**src/rtl/rr_capture_arbiter.sv**
```systemverilog
// Round-robin arbiter that owns a shared capture register: each grant loads the
// winner's lane into q, which then stays frozen for HOLD_CYC cycles.
module rr_capture_arbiter #(
  parameter int N        = 4,
  parameter int WIDTH    = 8,
  parameter int HOLD_CYC = 2
) (
  input  logic                   clk,
  input  logic                   rst_n,
  input  logic [N-1:0]           req_i,
  input  logic [N*WIDTH-1:0]     din_i,
  output logic [N-1:0]           gnt_o,
  output logic [WIDTH-1:0]       q_o,
  output logic [$clog2(N)-1:0]   q_src_o,
  output logic                   q_vld_o,
  output logic                   busy_o
);

  localparam int PW = $clog2(N);
  localparam int CW = (HOLD_CYC > 1) ? $clog2(HOLD_CYC) : 1;

  typedef enum logic {
    ST_IDLE = 1'b0,
    ST_HOLD = 1'b1
  } state_t;

  state_t           state_q;
  logic [CW-1:0]    cnt_q;
  logic [PW-1:0]    ptr_q;
  logic [N-1:0]     gnt_q;
  logic [WIDTH-1:0] q_q;
  logic [PW-1:0]    src_q;
  logic             vld_q;

  logic [PW-1:0]    cand_idx [N];
  logic [WIDTH-1:0] lane     [N];
  logic [PW-1:0]    win_idx;
  logic             win_vld;
  logic             cap_en;
  logic [N-1:0]     gnt_d;
  logic [WIDTH-1:0] q_d;

  // cand_idx[k] is the requester examined at offset k+1 from the last winner,
  // wrapped explicitly so non-power-of-2 N goes N-1 -> 0.
  genvar gi;
  generate
    for (gi = 0; gi < N; gi++) begin : g_cand
      logic [PW:0] sum;
      assign sum          = {1'b0, ptr_q} + (PW+1)'(gi + 1);
      assign cand_idx[gi] = (sum >= (PW+1)'(N)) ? PW'(sum - (PW+1)'(N)) : sum[PW-1:0];
      assign lane[gi]     = din_i[gi*WIDTH +: WIDTH];
    end
  endgenerate

  // Scan from the far end so the nearest requesting offset overwrites last.
  always_comb begin
    win_vld = 1'b0;
    win_idx = '0;
    for (int k = N - 1; k >= 0; k--) begin
      if (req_i[cand_idx[k]]) begin
        win_vld = 1'b1;
        win_idx = cand_idx[k];
      end
    end
  end

  assign cap_en = win_vld && ((state_q == ST_IDLE) || (cnt_q == '0));
  assign gnt_d  = {{(N-1){1'b0}}, 1'b1} << win_idx;
  assign q_d    = lane[win_idx];

  always_ff @(posedge clk or negedge rst_n) begin
    if (!rst_n) begin
      state_q <= ST_IDLE;
      cnt_q   <= '0;
      ptr_q   <= PW'(N - 1);
      gnt_q   <= '0;
      q_q     <= '0;
      src_q   <= '0;
      vld_q   <= 1'b0;
    end else begin
      gnt_q <= '0;
      if (cap_en) begin
        state_q <= ST_HOLD;
        cnt_q   <= CW'(HOLD_CYC - 1);
        ptr_q   <= win_idx;
        gnt_q   <= gnt_d;
        q_q     <= q_d;
        src_q   <= win_idx;
        vld_q   <= 1'b1;
      end else if (state_q == ST_HOLD) begin
        if (cnt_q != '0) begin
          cnt_q <= cnt_q - CW'(1);
        end else begin
          state_q <= ST_IDLE;
          vld_q   <= 1'b0;
        end
      end
    end
  end

  assign gnt_o   = gnt_q;
  assign q_o     = q_q;
  assign q_src_o = src_q;
  assign q_vld_o = vld_q;
  assign busy_o  = (state_q == ST_HOLD);

endmodule
```
**config.mk**
```make
export PLATFORM = sky130hd
export DESIGN_NAME = rr_capture_arbiter
export DESIGN_NICKNAME = d
export VERILOG_FILES = /design/src/rtl/rr_capture_arbiter.sv
export SDC_FILE = /design/constraint.sdc
export NUM_CORES = 1
export LEC_CHECK = 0
export CAP_MARGIN = 20
export CELL_PAD_IN_SITES_DETAIL_PLACEMENT = 1
export CELL_PAD_IN_SITES_GLOBAL_PLACEMENT = 1
export CORE_MARGIN = 2
export CORE_UTILIZATION = 26
export CTS_BUF_LIST = sky130_fd_sc_hd__clkbuf_4
export CTS_CLUSTER_DIAMETER = 200
export DETAILED_ROUTE_END_ITERATION = 10
export GPL_ROUTABILITY_DRIVEN = 1
export PLACE_DENSITY_LB_ADDON = 0.05
export SETUP_SLACK_MARGIN = 0.15
export SLEW_MARGIN = 20
export SYNTH_ARGS = -nofsm -noshare
export SYNTH_HDL_FRONTEND = slang
export SYNTH_SLANG_ARGS = --single-unit
```
**constraint.sdc**
```tcl
create_clock -name clk -period 1.5 [get_ports clk]
set_input_delay 0.375 -clock clk [delete_from_list [all_inputs] [get_ports clk]]
set_output_delay 0.375 -clock clk [all_outputs]
set_load 0.005 [all_outputs]
```
==> results_dict.tcl, run 1 <==
set metrics [dict create \
    maxCapViolCount 0 \
    outcome "complete, but fails checks" \
    irDropWorstVdd_mv 0.612 \
    path_max_fanout 14 \
    grt_overflow_total 0 \
    ant_nets 0 \
    crit_chain "nand2b_1 > a21oi_2 > o221ai_4 > buf_12 > mux2i_1 > o221ai_2" \
    crit_family "flip-flops" \
    finalSetupViolations 13 \
    clkLatencyLatePin_ns 0.30 \
    num_vias 1014 \
    period_needed_ns 1.67 \
    synth_fa_ha_area_share_pct 0 \
    postSynthCellCount 93 \
    diodes 0 \
    port_buffers 53 \
    numCtsBuffers 3 \
    place_congestion 0.695 \
    die_height_microns 65.7 \
    ys_ff_latch 19 \
    worstPathArrival_ns 1.86 \
    fin_crit_sh_pct 111 \
    violations "negative setup slack" \
    antenna_found_initial 0 \
    path_buf_inv 1 \
    tightest_slew_ns 0.323 \
    drive_gt1_share_pct 25.6 \
    yosysSeqAreaShare_pct 48.2 \
    finalHoldViolCount 0 \
    startpoint_type "flip-flop" \
    fin_ws_ns -0.171 \
    synth_top_family_by_area "multiplexers" \
    dp_cells 206 \
    rsz0062_at_grt "true" \
    critPathSlowestCell "dfstp_2" \
    hpwl_microns 2330 \
    max-slew-margin-rel_pct 78.5 \
    syn_nets 131 \
    grt_pass1_wl_microns 4910 \
    row_count 22 \
    max_stage_delay_ns 0.58 \
    fmax_ghz 0.598 \
    synth-simple-area-share_pct 14.4 \
    grt_pass1_vias 1109 \
    wl_microns 3040 \
    root_buffer "clkbuf_4" \
    grt.total_usage_pct 14.9 \
    avgSynthCellArea_sq_um 10.7 \
    firstDrtPassIters 2 \
    grt_max_degree 20 \
    synth_cell_types 21 \
    slew_viol_final 0 \
    cts_tree "done" \
    worstPathRequired_ns 1.69 \
    layout.nets 211 \
    synth_compound_area_share_pct 15.3 \
    p_clk_share_pct 9.9 \
    clk_path_buf_depth 2 \
    ctsHoldBuffers 0 \
    syn_to_final_growth_pct 82.1 \
    clk_pin_slew_ns 0.12 \
    cts_num_sinks 19 \
    p_int_w 0.00179 \
    dieArea_sq_um 4320 \
    die_w_microns 65.7 \
    hold-worst-slack_ns 0.391 \
    netSwitchingFraction_pct 36.0 \
    critPathKind "flip-flop to flip-flop" \
    preCtsSetupSlack_ns -0.574 \
    io_pins 54 \
    synth_xor_area_share_pct 0 \
    synth_top_area_share_pct 42.9 \
    vias_per_cell 4.61 \
    fin_worst_skew_ns 0.00531 \
    initial_core_util_pct 27.1 \
    p_leak_nw 0.823 \
    core_area_sq_um 3660 \
    route.detailed.drc 0 \
    holdCritPathClass "input port to asynchronous set/reset pin" \
    end_kind "flip-flop" \
    power_density_nw_per_um2 1550 \
    htreeDepth 1 \
    synth_warnings 0 \
    routedWlPerCell_microns 13.8 \
    seq_power_share_pct 31.7 \
    stdcell_count 220 \
    p_sw_w 0.00100 \
    nFillCells 439 \
    pwr-share-comb_pct 58.3 \
    drt_iter0_drc 11 \
    synth_top_area_cell "dfrtp_1" \
    muxShareOfSynthArea_pct 18.2 \
    synth_area_sq_um 991 \
    yosys-top-cells-area "dfrtp_1 (43%), mux2i_1 (18%), o221ai_1 (7.1%)" \
]
-- cells by family after synthesis --
kind of cell,count (synthesis)
and+or+nand+nor,33
muxes,18
AOI/OAI and AO/OA,18
DFF,19
buffers and inverters,5
-- timing repair --
| action | 4_1_cts | 5_1_grt |
|---|---|---|
| hold endpoints to repair | 0 | 0 |
| pin swaps | 1 | 1 |
| resized for setup | 33 | 15 |
| endpoints found under the setup margin | 34 | 27 |
| setup buffers | 9 | 1 |
| cloned | 0 | 0 |
-- power groups by stage --
stage          combinational, W  sequential (W)  clock, W
2_1_floorplan          0.000705        0.000903         0
3_3_place_gp            0.00151        0.000891         0
3_5_place_dp            0.00153        0.000901         0
4_1_cts                 0.00160        0.000887  0.000288
5_1_grt                 0.00179        0.000920  0.000315
6_report                0.00163        0.000886  0.000277
-- synth_stat cells --
library cell / n
a21o_1: 1
a21oi_1: 5
a21oi_2: 1
a31oi_1: 1
and2b_1: 1
and3_1: 2
buf_2: 1
buf_6: 1
buf_8: 1
clkbuf_1: 1
dfrtp_1: 17
dfstp_2: 2
inv_1: 1
mux2i_1: 18
nand2_1: 18
nand2b_1: 3
nor2_1: 8
nor4_1: 1
o21a_1: 1
o221ai_1: 8
o221ai_4: 1
-- sequential cells by signal, summed over array words and instances (netlist names) --
| name | flops |
|---|---|
| busy_o | 1 |
| q_o | 8 |
| gnt_o | 4 |
| ptr_q | 2 |
| q_src_o | 2 |
| q_vld_o | 1 |
| cnt_q | 1 |
-- layout make-up --
| cell class | instances | area, sq um | area share (%) |
|---|---|---|---|
| inverter | 1 | 3.75 | 0.208 |
| timing repair buffer | 79 | 731 | 40.5 |
| clock inverter | 1 | 7.51 | 0.416 |
| multi-input combinational | 69 | 502 | 27.8 |
| sequential | 19 | 478 | 26.5 |
| tap | 48 | 60.1 | 3.33 |
| clock buffer | 3 | 22.5 | 1.25 |
-- worst reg2reg max path: stages, from the launching register on --
cell      delay, ns
dfstp_2        0.58
nand2b_1       0.13
a21oi_2        0.07
o221ai_4       0.23
buf_12         0.19
mux2i_1        0.24
o221ai_2       0.12
-- per-layer routing --
layer  global-route usage, %  up-vias  part of all wire [%]
met5                       0        -                     0
met4                    4.69        0                  0.66
met3                    3.08        2                   6.2
met2                    27.9       29                    53
met1                    16.7      487                    41
li1                        -      496                     -
-- through the flow --
stage                     cell area [sq um]  util [%]  setup TNS [ns]  total power, W
final                                  1800      49.3           -1.45         0.00279
after CTS                              1780      48.7           -1.65         0.00277
after detailed placement               1680      45.9           -7.80         0.00243
after global routing                   1800      49.3           -2.94         0.00302
after global placement                 1680      45.9           -7.12         0.00240
after floorplan                         991         -          -0.496         0.00161
-- cell usage in the layout, fill, tap and decap left out, types with 2 or more instances in the layout --
cell type	netlist	layout
nand2b_1	3	3
dfstp_2	2	2
nand2_2	0	2
a21oi_2	1	2
buf_4	0	22
buf_6	1	3
nor2_1	8	7
and3_1	2	2
dfrtp_1	17	17
dlygate4sd2_1	0	3
nand2_1	18	16
mux2i_1	18	17
o221ai_1	8	7
clkdlybuf4s50_1	0	34
clkdlybuf4s15_1	0	13
clkbuf_2	0	3
clkbuf_4	0	3
a21oi_1	5	4
-- final timing paths --
path	start	endpoint	slack, ns	cells past startpoint
hold reg to reg	q_src_o[1]$_DFFE_PN0P_	q_src_o[1]$_DFFE_PN0P_	0.50	2
setup / recovery	ptr_q[1]$_DFFE_PN1P_	q_o[1]$_DFFE_PN0P_	-0.17	6
min in group clk	q_src_o[1]$_DFFE_PN0P_	q_src_o[1]$_DFFE_PN0P_	0.50	2
max in group asynchronous	rst_n	ptr_q[0]$_DFFE_PN1P_	0.83	2
hold / removal	rst_n	q_o[2]$_DFFE_PN0P_	0.39	2
setup reg to reg	ptr_q[1]$_DFFE_PN1P_	q_o[1]$_DFFE_PN0P_	-0.17	6
(Power assumes the default switching activity.)
==> run 2: changes to the inputs <==
CORE_MARGIN = 5   (was 2)
SKIP_CTS_REPAIR_TIMING = 1   (was not set)
==> run 2 against run 1 <==
Effect of this change:
- the run still ends with negative setup slack left
- count of clock-buffer cells in the layout stayed put
- total power grew 5.0%
- clock skew is 0.0086 ns higher
- hold slack got worse by 0.089 ns
- first-iteration DRC count rose to 4.1 times the previous value
- routed wire length grew 12%
- clock power hardly changed
- fmax decreased by 4.3%
- critical path depth is the same
- setup slack lost 0.074 ns
- sequential power about the same
- largest cell class unchanged
==> results_dict.tcl, run 2 (synthesis gave the netlist of run 1 again) <==
set metrics [dict create \
    grt_overflow_total 0 \
    antenna_found_initial 0 \
    fin_ws_ns -0.245 \
    worstPathRequired_ns 1.68 \
    cts_num_sinks 19 \
    drive_gt1_share_pct 22.8 \
    critPathKind "flip-flop to flip-flop" \
    die_height_microns 71.7 \
    grt.total_usage_pct 13.0 \
    p_leak_nw 1.02 \
    dieArea_sq_um 5150 \
    period_needed_ns 1.75 \
    die_w_microns 71.7 \
    tightest_slew_ns 0.424 \
    nFillCells 418 \
    worstRegToRegCells 6 \
    rsz0062_at_grt "true" \
    grt_pass1_vias 1120 \
    firstDrtPassIters 4 \
    cts_tree "done" \
    worstPathArrival_ns 1.93 \
    grt_max_degree 22 \
    wl_microns 3400 \
    fin_crit_sh_pct 116 \
    hpwl_microns 2590 \
    mostFrequentLayoutCell "clkdlybuf4s50_1" \
    critPathSlowestCell "dfstp_2" \
    core_area_sq_um 3690 \
    place_congestion 0.708 \
    fmax_ghz 0.573 \
    io_pins 54 \
    mostFrequentLayoutCells "clkdlybuf4s50_1 (33), dlymetal6s2s_1 (20), mux2i_1 (17), dfrtp_1 (17), nand2_1 (16)" \
    violations "negative setup slack" \
    max-slew-margin-rel_pct 71.7 \
    startpoint_type "flip-flop" \
    stdcell_count 215 \
    ff2ff_setup_slack_ns -0.25 \
    fin_worst_skew_ns 0.0139 \
    maxCapViolCount 0 \
    finalHoldViolCount 0 \
    ant_nets 0 \
    multi_input_area_sq_um 526 \
    dp_cells 207 \
    r2r-end "q_o[4]$_DFFE_PN0P_" \
    drt_iter0_drc 45 \
    port_buffers 53 \
    htreeDepth 1 \
    end_kind "flip-flop" \
    route.detailed.drc 0 \
    seq_area_sq_um 478 \
    holdCritPathClass "input port to asynchronous set/reset pin" \
    largest_reg_flops 8 \
    path_max_fanout 10 \
    clk_pin_slew_ns 0.13 \
    vias_per_cell 4.75 \
    root_buffer "clkbuf_4" \
    num_vias 1021 \
    p_total_w 0.00293 \
    hold-worst-slack_ns 0.302 \
    slew_viol_final 0 \
    outcome "complete, but fails checks" \
    crit_chain "buf_4 > mux2i_4 > o221ai_4 > clkbuf_16 > mux2i_1 > o221ai_1" \
    final_core_util_pct 51.3 \
    clkLatencyLatePin_ns 0.31 \
    max_stage_delay_ns 0.56 \
    irDropWorstVdd_mv 0.491 \
    row_count 22 \
    grt_pass1_wl_microns 5200 \
    clk_path_buf_depth 2 \
    finalSetupViolations 13 \
    initial_core_util_pct 26.9 \
    syn_to_final_growth_pct 90.9 \
    numCtsBuffers 3 \
    layout.nets 206 \
    power_density_nw_per_um2 1550 \
    routedWlPerCell_microns 15.8 \
    timing.rr.start "ptr_q[1]$_DFFE_PN1P_" \
    diodes 0 \
    preCtsSetupSlack_ns -0.585 \
]
## run 2: cell types whose count changed in the layout (fill, tap and decap cells not counted), moves of 2 or more
cell / previous run / this run
buf_4: 22 / 15
clkbuf_16: 0 / 2
clkbuf_2: 3 / 0
clkdlybuf4s15_1: 13 / 0
dlygate4sd2_1: 3 / 0
dlymetal6s2s_1: 0 / 20
## run 2: worst max-delay path by stage
stage          depth (start not counted)                 start            endpoint
2_1_floorplan                          6  ptr_q[1]$_DFFE_PN1P_  q_o[3]$_DFFE_PN0P_
5_1_grt                                6  ptr_q[1]$_DFFE_PN1P_  q_o[7]$_DFFE_PN0P_
6_report                               6  ptr_q[1]$_DFFE_PN1P_  q_o[4]$_DFFE_PN0P_
3_3_place_gp                           7              req_i[2]  q_o[3]$_DFFE_PN0P_
4_1_cts                                7              req_i[2]  q_o[3]$_DFFE_PN0P_
3_5_place_dp                           7              req_i[2]  q_o[3]$_DFFE_PN0P_
## run 2: layout make-up
cell class,count,share of cell area [%]
timing repair buffer,74,42.1
clock inverter,1,0.265
multi-input combinational,69,27.8
clock buffer,3,1.19
tap,48,3.17
inverter,1,0.198
sequential,19,25.3
## run 2: metal layers
layer,global-route usage (%),part of all wire [%],vias to the layer above
met1,15.2,41,498
met5,0,0,-
met4,4.38,1.2,0
li1,-,-,484
met3,4.49,6.7,4
met2,21.9,51,35
## run 2: per-stage QoR
stage	setup TNS, ns	cell area, sq um
after global routing	-3.12	1890
after global placement	-7.26	1690
after detailed placement	-8.16	1690
final	-2.09	1890
after floorplan	-0.496	991
after CTS	-3.73	1710
## run 2: worst max-delay path: cells and delay by family, from the launching register on
kind                   cells  cell delay (ns)
muxes                      2             0.26
buffers and inverters      2             0.36
DFF                        1             0.56
AOI/OAI and AO/OA          2             0.42
## run 2: power breakdown
part	switching [W]	leakage (nW)	internal [W]
registers	0.000134	0.226	0.000751
clock network	0.000180	0.0177	0.0000997
logic	0.000740	0.778	0.00102
==> run 3: changes to the inputs <==
CORE_UTILIZATION = 29   (was 26)
clock period = 1.95 ns   (was 1.5 ns; I/O delays follow)
==> run 3 against run 2 <==
Effect of this change:
- the flow now finishes without violations
- total power decreased by 24%
- cell area fell by 3.3%
- utilization up 4.0 points
- critical endpoint is now q_o[1]$_DFFE_PN0P_
- sequential power fell by 22%
- via count is 3.0% lower
- critical path depth stayed put
- flip-flop and latch count did not move
- fmax down 1.8%
==> results_dict.tcl, run 3 (synthesis gave the netlist of run 1 again) <==
set metrics [dict create \
    outcome "complete, no violations" \
    power_density_nw_per_um2 1220 \
    routedWlPerCell_microns 15.5 \
    maxCapViolCount 0 \
    tightest_slew_ns 0.247 \
    syn_to_final_growth_pct 84.6 \
    grt_pass1_vias 1117 \
    htreeDepth 1 \
    preCtsSetupSlack_ns -0.259 \
    path_max_fanout 7 \
    cts_tree "done" \
    crit_start "ptr_q[1]$_DFFE_PN1P_" \
    grt.total_usage_pct 14.8 \
    antenna_found_initial 0 \
    finalHoldViolCount 0 \
    vias_per_cell 4.69 \
    grt_max_degree 20 \
    startpoint_type "flip-flop" \
    grt_pass1_wl_microns 5180 \
    critPathKind "flip-flop to flip-flop" \
    fin_worst_skew_ns 0.000842 \
    layout.nets 204 \
    holdCritPathClass "flip-flop to flip-flop" \
    p_leak_nw 0.834 \
    multi_input_area_sq_um 524 \
    initial_core_util_pct 29.9 \
    num_vias 990 \
    dieArea_sq_um 4690 \
    final_core_util_pct 55.3 \
    period_needed_ns 1.78 \
    cts_num_sinks 19 \
    finalSetupViolations 0 \
    grt_overflow_total 0 \
    io_pins 54 \
    wl_microns 3280 \
    hold-worst-slack_ns 0.503 \
    end_kind "flip-flop" \
    seq_area_sq_um 478 \
    highest_layer "met4" \
    fmax_ghz 0.563 \
    firstDrtPassIters 3 \
    slew_viol_final 0 \
    irDropWorstVdd_mv 0.462 \
    root_buffer "clkbuf_4" \
    drive_gt1_share_pct 21.8 \
    clkLatencyLatePin_ns 0.30 \
    drt_iter0_drc 11 \
    route.detailed.drc 0 \
    clk_path_buf_depth 2 \
    largest_reg_flops 8 \
    met1_length_microns 1400 \
    wl_met2_microns 1630 \
    clk_pin_slew_ns 0.12 \
    worstPathRequired_ns 2.14 \
    fin_crit_sh_pct 91.1 \
    row_count 21 \
    wl_met3_microns 229 \
    fin_ws_ns 0.174 \
    worstPathArrival_ns 1.96 \
    stdcell_count 211 \
    dp_cells 202 \
    port_buffers 53 \
    ant_nets 0 \
    place_congestion 0.745 \
    hpwl_microns 2550 \
    numCtsBuffers 3 \
    max-slew-margin-rel_pct 83.1 \
    diodes 0 \
    die_height_microns 68.5 \
    rsz0062_at_grt "false" \
    mostFrequentLayoutCell "clkdlybuf4s50_1" \
    mostFrequentLayoutCells "clkdlybuf4s50_1 (49), nand2_1 (18), dfrtp_1 (17), mux2i_1 (16), buf_4 (15)" \
    timing.rr.start "ptr_q[1]$_DFFE_PN1P_" \
    core_area_sq_um 3310 \
    hp-start "q_src_o[1]$_DFFE_PN0P_" \
    nFillCells 403 \
    die_w_microns 68.5 \
]
-- run 3: final timing paths --
path                                                to  slack (ns)  cells after the start
min in group asynchronous           q_o[1]$_DFFE_PN0P_        0.51                      2
max in group asynchronous         ptr_q[1]$_DFFE_PN1P_        1.17                      2
worst min-delay path            q_src_o[1]$_DFFE_PN0P_        0.50                      2
worst max register to register      q_o[1]$_DFFE_PN0P_        0.17                      6
worst max-delay path                q_o[1]$_DFFE_PN0P_        0.17                      6
worst min register to register  q_src_o[1]$_DFFE_PN0P_        0.50                      2
-- run 3: power by group --
part | total, W | internal (W) | switching, W | leakage (nW)
Combinational | 0.00132 | 0.000785 | 0.000540 | 0.591
Sequential | 0.000693 | 0.000578 | 0.000115 | 0.226
Clock | 0.000208 | 0.0000764 | 0.000132 | 0.0177
Total | 0.00223 | 0.00144 | 0.000787 | 0.834
-- run 3: area by class of cell --
type,count,share of cell area (%)
clock buffers,3,1.23
well taps,46,3.15
inverters,1,0.205
repair buffers,72,40.4
multi-input cells,69,28.7
clock inverters,1,0.274
flip-flops and latches,19,26.1
-- run 3: metal layers --
metal | GRT usage [%] | vias to the layer above
li1 | - | 478
met1 | 18.2 | 475
met2 | 24.7 | 35
met3 | 4.11 | 2
met4 | 5.21 | 0
met5 | 0 | -
-- run 3: stage by stage --
| step | setup TNS [ns] | area, sq um | total power, W |
|---|---|---|---|
| after global routing | 0 | 1830 | 0.00238 |
| final | 0 | 1830 | 0.00223 |
| after CTS | 0 | 1710 | 0.00210 |
| after global placement | -2.02 | 1690 | 0.00184 |
| after detailed placement | -2.35 | 1690 | 0.00189 |
| after floorplan | 0 | 991 | 0.00124 |
-- run 3: worst max-delay path, cell delays in order (launching register included) --
cell and delay (ns):
dfstp_2 0.60, nand2b_4 0.14, a21oi_2 0.07, o221ai_4 0.27, clkbuf_16 0.22, mux2i_1 0.23, o221ai_2 0.13
